==> config.mk <==
export PLATFORM = sky130hd
export DESIGN_NAME = nested_fanout_buffer
export DESIGN_NICKNAME = d
export VERILOG_FILES = /design/src/rtl/nested_fanout_buffer.sv
export SDC_FILE = /design/constraint.sdc
export NUM_CORES = 1
export LEC_CHECK = 0
export CAP_MARGIN = 10
export CORE_MARGIN = 3
export CORE_UTILIZATION = 45
export CTS_CLUSTER_DIAMETER = 30
export DETAILED_ROUTE_END_ITERATION = 8
export MAX_ROUTING_LAYER = met4
export PLACE_DENSITY_LB_ADDON = 0.05
export RECOVER_POWER = 100
export SYNTH_ARGS = -nofsm -noshare
export SYNTH_HDL_FRONTEND = slang
export SYNTH_SLANG_ARGS = --single-unit
==> constraint.sdc <==
create_clock -name clk -period 2.6 [get_ports clk]
set_clock_uncertainty 0.05 [all_clocks]
set_input_delay 0.52 -clock clk [delete_from_list [all_inputs] [get_ports clk]]
set_output_delay 0.52 -clock clk [all_outputs]
set_load 0.02 [all_outputs]
==> src/rtl/nested_fanout_buffer.sv <==
// Valid/ready word splitter: every accepted word enters lane a unchanged and lane b inverted.
// Each lane has its own circular FIFO, so the two consumers can drain at different rates.
module nested_fanout_buffer #(
  parameter  int WIDTH = 1,
  parameter  int DEPTH = 2,
  localparam int CW    = $clog2(DEPTH + 1)
) (
  input  logic             clk,
  input  logic             rst_n,
  input  logic             in_valid,
  output logic             in_ready,
  input  logic [WIDTH-1:0] in_data,
  output logic             a_valid,
  input  logic             a_ready,
  output logic [WIDTH-1:0] a_data,
  output logic             b_valid,
  input  logic             b_ready,
  output logic [WIDTH-1:0] b_data,
  output logic [CW-1:0]    a_level,
  output logic [CW-1:0]    b_level
);

  localparam int PW = $clog2(DEPTH);
  localparam int LANES = 2;

  // Index 0 is lane a (true polarity), index 1 is lane b (complement).
  logic [WIDTH-1:0] mem_q    [LANES][DEPTH];
  logic [WIDTH-1:0] mem_d    [LANES][DEPTH];
  logic [PW-1:0]    wr_ptr_q [LANES];
  logic [PW-1:0]    wr_ptr_d [LANES];
  logic [PW-1:0]    rd_ptr_q [LANES];
  logic [PW-1:0]    rd_ptr_d [LANES];
  logic [CW-1:0]    cnt_q    [LANES];
  logic [CW-1:0]    cnt_d    [LANES];

  logic [WIDTH-1:0] lane_wdata [LANES];
  logic [LANES-1:0] pop;
  logic             accept;

  // Taken only from registered counts, so no ready or valid input reaches in_ready.
  assign in_ready = (cnt_q[0] != CW'(DEPTH)) && (cnt_q[1] != CW'(DEPTH));
  assign accept   = in_valid && in_ready;

  assign lane_wdata[0] = in_data;
  assign lane_wdata[1] = ~in_data;

  assign a_valid = (cnt_q[0] != '0);
  assign b_valid = (cnt_q[1] != '0);
  assign a_data  = a_valid ? mem_q[0][rd_ptr_q[0]] : '0;
  assign b_data  = b_valid ? mem_q[1][rd_ptr_q[1]] : '0;
  assign a_level = cnt_q[0];
  assign b_level = cnt_q[1];

  assign pop[0] = a_valid && a_ready;
  assign pop[1] = b_valid && b_ready;

  // NOTE: every always_comb output is given its held value first, so no path leaves it unassigned and no latch is inferred.
  always_comb begin
    mem_d    = mem_q;
    wr_ptr_d = wr_ptr_q;
    rd_ptr_d = rd_ptr_q;
    cnt_d    = cnt_q;
    for (int l = 0; l < LANES; l++) begin
      // The push is gated by both lanes together, so a word can never land in just one lane.
      if (accept) begin
        mem_d[l][wr_ptr_q[l]] = lane_wdata[l];
        wr_ptr_d[l]           = wr_ptr_q[l] + PW'(1);
      end
      if (pop[l]) begin
        rd_ptr_d[l] = rd_ptr_q[l] + PW'(1);
      end
      cnt_d[l] = cnt_q[l] + CW'(accept) - CW'(pop[l]);
    end
  end

  // NOTE: the storage array is reset with the pointers, which keeps X out of the data path after reset.
  always_ff @(posedge clk or negedge rst_n) begin
    if (!rst_n) begin
      for (int l = 0; l < LANES; l++) begin
        for (int e = 0; e < DEPTH; e++) begin
          mem_q[l][e] <= '0;
        end
        wr_ptr_q[l] <= '0;
        rd_ptr_q[l] <= '0;
        cnt_q[l]    <= '0;
      end
    end else begin
      mem_q    <= mem_d;
      wr_ptr_q <= wr_ptr_d;
      rd_ptr_q <= rd_ptr_d;
      cnt_q    <= cnt_d;
    end
  end

endmodule

==> results of run 1 <==
synthesized netlist by cell type:
cell,n
nor2_1,5
mux2_2,1
or3_1,1
mux2i_1,2
nor3_1,1
o31ai_1,2
and2_1,2
xor2_1,2
nor2b_1,1
o41ai_1,2
clkbuf_1,1
ha_1,4
nand2_1,2
xnor2_1,6
nor2b_4,1
dfrtp_1,12
mux2_1,1
inv_1,5
or4_1,1
sequential cells by signal, indices dropped and copies added (netlist names):
register	flops
a_level	2
mem_q	4
b_level	2
wr_ptr_q	2
rd_ptr_q	2
routing by layer:
metal / track usage / part of all wire / up-vias
li1: - / - / 213
met1: 0.181 / 0.47 / 197
met2: 0.198 / 0.46 / 10
met3: 0.0258 / 0.048 / 2
met4: 0.112 / 0.020 / 0
met5: - / 0 / -
power groups by stage:
stage	clock network, uW	registers [uW]	logic (uW)
after floorplan	0	404	379
after global placement	0	380	633
after detailed placement	0	385	652
after CTS	114	383	653
after global routing	126	398	661
final	110	380	599
layout make-up:
type | count | area, um^2 | area share
clock buffers | 3 | 22.5 | 0.0290
flip-flops and latches | 12 | 300 | 0.387
well taps | 14 | 17.5 | 0.0226
multi-input cells | 34 | 273 | 0.352
inverters | 5 | 18.8 | 0.0242
repair buffers | 15 | 144 | 0.185
cell families (layout without fill, tap and decap cells):
family,after synthesis,count (layout),share of synthesized area
fa+ha+maj,4,4,0.0840
buf+inv,6,23,0.0378
xor+xnor,8,8,0.118
flops,12,12,0.504
mux,4,4,0.0714
compound gates,4,4,0.0546
simple gates,14,14,0.130
final timing paths:
check,endpoint,slack (ns),cells past startpoint
min in group asynchronous,mem_q[3],0.62,1
min reg2reg,rd_ptr_q[0],0.44,1
max,in_ready,0.25,3
max reg2reg,b_level[1],0.66,7
min,rd_ptr_q[0],0.44,1
max in group asynchronous,mem_q[0],1.52,1
per-stage QoR:
stage | cell area, um^2 | total power [uW] | hold slack, ns | cells | util
after detailed placement | 757 | 1040 | 0.438 | 80 | 0.646
after global placement | 757 | 1010 | 0.427 | 80 | 0.646
after global routing | 776 | 1190 | 0.463 | 83 | 0.662
after floorplan | 596 | 783 | 0.174 | 52 | -
after CTS | 779 | 1150 | 0.448 | 83 | 0.666
final | 776 | 1090 | 0.437 | 83 | 0.662
==> key figures, run 1 <==
Worst setup path
  • CP Max Fanout: 7
  • Critical Path Sink Type: output port
  • Reg2reg start: b_level[1]
  • Required @ worst endpoint: 2.03 ns
  • WS Path Type: flip-flop to output port
  • Buffer and inverter count on the worst path: 1
  • Worst setup SP type: flip-flop
  • Worst path cell trace: nor2b_1 -> nor2_1 -> dlygate4sd3_1
  • Largest stage delay, worst path: ~0.65 ns
  • CP top delay family: buffers and inverters
  • Crit path launch: b_level[1]
  • WP data arrival: between 1.5 and 2 ns
  • Critical-path top delay cell: dlygate4sd3_1

Timing
  • Sum Neg Setup Slack: 0 ns
  • Post-layout min period: ~2.4 ns
  • Tcrit/Tclk final: 0.905
  • Max-slew violations: 0
  • Slew HR: 0.638
  • RSZ-0062 raised after global routing: no
  • Final setup viols: 0
  • Worst slew pin tran: around 0.54 ns
  • Final hold vios: 0
  • Worst setup margin: approximately 0.25 ns
  • Max frequency: roughly 420 MHz

Placement
  • Post-place setup slack: approximately 0.13 ns
  • Dpl hpwl: 843 um
  • Placer congestion estimate: 0.699
  • Buffers on Ports: 14

Power
  • Pint: 642 uW
  • PD cells: roughly 1400 nW/um^2
  • Leakage: around 0.00035 uW
  • Sequential power share: 0.349
  • Clock power share: 0.101
  • Sw power: 447 uW
  • Peak supply drop: ~0.73 mV
  • Combinational power share: 0.550
  • Sw frac: 0.410

Global routing
  • Overflow after GRT: 0
  • Largest net degree at the start of global routing: 13
  • First-pass GRT wire length: 1820 um
  • Number of global-route vias before repair: just over 400
  • Initial antenna violation count: 0
  • Tot GR Track Use: 0.143

Route
  • DRC: 0
  • DR vias/cell: between 5 and 6
  • DRT Wirelength: between 1000 and 1500 um
  • Via count: between 400 and 500
  • Drt first-iter violations: 12
  • Drt wl/cell: 12.4 um
  • DRT antenna net count: 0
  • Pre-Repair DR Iteration Count: 4

Die
  • Row cnt: 12
  • Die Wd: ~42 um
  • IO Pins: 15
  • Initial Utilization: 0.509
  • Die Ht: between 40 and 50 um
  • CORE AREA: about 1200 um^2
  • Die ar.: ~1800 um^2

Logic synthesis
  • Register area share after synthesis: 0.504
  • Top cells by area, synth: dfrtp_1 50%, xnor2_1 8.8%, ha_1 8.4%
  • Distinct cells, synth: 19
  • Seq cells post-synth: 12
  • Post-synth top area cell: dfrtp_1
  • Synth Instances: 52
  • Mean cell area of the mapped netlist: around 11 um^2
  • Synthesized area: 596 um^2
  • Synth top area share: 0.504
  • Synth warnings: 0
  • Syn Nets: 62

CTS
  • CTS tree: built
  • H-Tree Depth: 1
  • CTS clk-pin slew, worst paths: approximately 0.070 ns
  • Longest Clk Path Bufs: 2
  • Post-CTS setup buffer count: 0
  • Worst-Skew Late Latency: around 0.27 ns
  • Post-CTS resize count: 0
  • Hold Buf Count CTS: 0
  • Root buffer cell: clkbuf_4
  • Total CTS buffers: 3
  • CTS sink cnt: 12

Cells and area
  • Layout filler cell count: 99
  • Most common cell after layout, fill and taps aside: dfrtp_1
  • Layout cells sized above 1: 0.0725
  • Antenna Cells: 0
  • Layout overhead on the synthesized area: 30.3%
  • Final nets: 81
  • Most frequent cells in the layout: 12 x dfrtp_1, 11 x dlygate4sd3_1, 6 x xnor2_1, 5 x nor2_1, 5 x inv_1

Worst hold path
  • HP Class: flip-flop to flip-flop
  • Worst Min Path Start: rd_ptr_q[0]

Job
  • Max cap viols: 0

Run status
  • Outcome: completed
(Power assumes the default switching activity.)
==> inputs of run 2 (changes only) <==
- CELL_PAD_IN_SITES_DETAIL_PLACEMENT: default -> 1
- CELL_PAD_IN_SITES_GLOBAL_PLACEMENT: default -> 1
- CORE_UTILIZATION: 45 -> 35
==> key figures, run 2 (same netlist as run 1, synthesis figures left out) <==
Placement
  • Placed Area: 759 um^2 (+0.33%)
  • Placed cell count: 82 (+2.5%)
  • Dpl hpwl: 935 um (+11%)
  • Placer congestion estimate: 0.702 (+0.46%)
  • Buffers on Ports: 14 (unchanged)

Worst setup path
  • Worst path cell trace: dlygate4sd3_1 -> inv_1 -> or3_1 -> ha_1 -> inv_1 -> ha_1 -> xnor2_1 -> xnor2_1
  • WP data arrival: 2.46 ns (+0.68 ns)
  • Worst setup SP type: input port
  • Critical-path top delay cell: dlygate4sd3_1
  • Largest stage delay, worst path: 0.57 ns (-0.08 ns)
  • Required @ worst endpoint: 2.74 ns (+0.71 ns)
  • CP Max Fanout: 3 (-4)
  • WS Path Type: input port to flip-flop
  • Critical Path Sink Type: flip-flop
  • R2R depth: 7 (unchanged)

Job
  • Max cap viols: 0 (unchanged)

Timing
  • Worst slew pin tran: 0.544 ns (+0.00202 ns)
  • Tcrit/Tclk final: 0.890 (-0.0153)
  • Hold slack: 0.446 ns (+0.00857 ns)
  • Max-slew violations: 0 (unchanged)
  • Final hold vios: 0 (unchanged)
  • RSZ-0062 raised after global routing: no
  • Post-layout min period: 2.31 ns (-0.0397 ns)
  • Final setup viols: 0 (unchanged)
  • Sum Neg Setup Slack: 0 ns (unchanged)
  • Max frequency: 432 MHz (+1.7%)
  • Slew HR: 0.636 (-0.00135)

Die
  • Die ar.: 2230 um^2 (+24%)
  • IO Pins: 15 (unchanged)
  • Initial Utilization: 0.382 (-0.127)
  • Row cnt: 14 (+2)
  • Die Ht: 47.3 um (+11%)
  • Die Wd: 47.3 um (+11%)
  • CORE AREA: 1560 um^2 (+33%)

Route
  • Pre-Repair DR Iteration Count: 2 (-2)
  • Drt first-iter violations: 1 (-11)
  • Drt wl/cell: 13.2 um (+6.3%)
  • DR vias/cell: 4.94 (-2.8%)
  • DRC: 0 (unchanged)
  • DRT Wirelength: 1140 um (+10%)
  • Via count: 425 (+0.71%)
  • DRT antenna net count: 0 (unchanged)

Run status
  • Outcome: completed

Cells and area
  • Fin cells: 86 (+3.6%)
  • Max reg flops: 4 (unchanged)
  • Utilization after layout: 0.508 (-0.154)
  • Final nets: 81 (unchanged)
  • Antenna Cells: 0 (unchanged)
  • Most common cell after layout, fill and taps aside: dfrtp_1
  • Layout overhead on the synthesized area: 33.0%
  • Most frequent cells in the layout: 12 x dfrtp_1, 10 x dlygate4sd3_1, 6 x xnor2_1, 5 x nor2_1, 5 x inv_1
  • Most flops, register: mem_q
  • Layout cells sized above 1: 0.0857 (+0.0133)
  • Fin area: 792 um^2 (+2.1%)

Power
  • Leakage: 0.000355 uW (+2.1%)
  • Peak supply drop: 0.561 mV (-24%)
  • PD cells: 1440 nW/um^2 (+2.6%)

CTS
  • CTS sink cnt: 12 (unchanged)
  • H-Tree Depth: 1 (unchanged)
  • Total CTS buffers: 3 (unchanged)
  • Worst-Skew Late Latency: 0.26 ns (about the same)
  • Longest Clk Path Bufs: 2 (unchanged)
  • CTS clk-pin slew, worst paths: 0.07 ns (about the same)
  • Post-CTS setup buffer count: 0 (unchanged)
  • CTS tree: built
  • Post-CTS resize count: 0 (unchanged)
  • Root buffer cell: clkbuf_4
  • Hold Buf Count CTS: 0 (unchanged)

Worst hold path
  • Worst Hold Depth: 1 (unchanged)
  • HP Class: flip-flop to flip-flop

Global routing
  • Largest net degree at the start of global routing: 13 (unchanged)
  • Overflow after GRT: 0 (unchanged)
  • Initial antenna violation count: 0 (unchanged)
  • Tot GR Track Use: 0.130 (-0.0130)
  • Number of global-route vias before repair: 432 (+4.9%)
  • First-pass GRT wire length: 1930 um (+5.7%)
==> run 2: cell types whose count changed in the layout (fill, tap and decap cells not counted) <==
cell / delta
clkdlybuf4s50_1: +1
dlygate4sd3_1: -1
clkbuf_8: +1
==> run 2: layout make-up <==
| type | count | area (um^2) |
|---|---|---|
| inverters | 5 | 18.8 |
| multi-input cells | 34 | 273 |
| flip-flops and latches | 12 | 300 |
| clock buffers | 4 | 36.3 |
| repair buffers | 15 | 144 |
| fillers | 167 | 767 |
| well taps | 16 | 20.0 |
==> run 2: worst max-delay path: cells and delay by family <==
kind,cells,cell delay [ns]
buf+inv,3,0.70
xor+xnor,2,0.30
simple gates,1,0.44
fa+ha+maj,2,0.49
==> run 2: per-stage QoR <==
step	setup WS [ns]	total power, uW
global placement	0.153	1020
finish	0.287	1140
detailed placement	0.0592	1050
global route	0.150	1250
CTS	0.281	1200
floorplan	0.548	783
==> run 2: final timing paths <==
kind | from | to | slack (ns)
worst max-delay path | in_valid | a_level[1] | 0.29
worst min-delay path | rd_ptr_q[1] | rd_ptr_q[1] | 0.45
max in group asynchronous | rst_n | rd_ptr_q[1] | 1.52
worst max register to register | b_level[1] | a_level[1] | 0.60
worst min register to register | rd_ptr_q[1] | rd_ptr_q[1] | 0.45
min in group asynchronous | rst_n | b_level[1] | 0.62
==> run 2: power breakdown <==
part	leakage [uW]	switching, uW	total (uW)	internal, uW
sequential	0.000142	84.1	374	290
combinational	0.000192	314	621	307
clock	0.0000210	59.2	144	85.0
total	0.000355	458	1140	682
==> run 2: per-layer routing <==
layer  wire [um]  global-route usage  vias up  part of all wire
met5           0                   -        -                 0
met4           8              0.0663        0            0.0070
met3          51              0.0230        2             0.045
met2         527               0.193        9              0.46
met1         549               0.167      206              0.48
li1            -                   -      208                 -
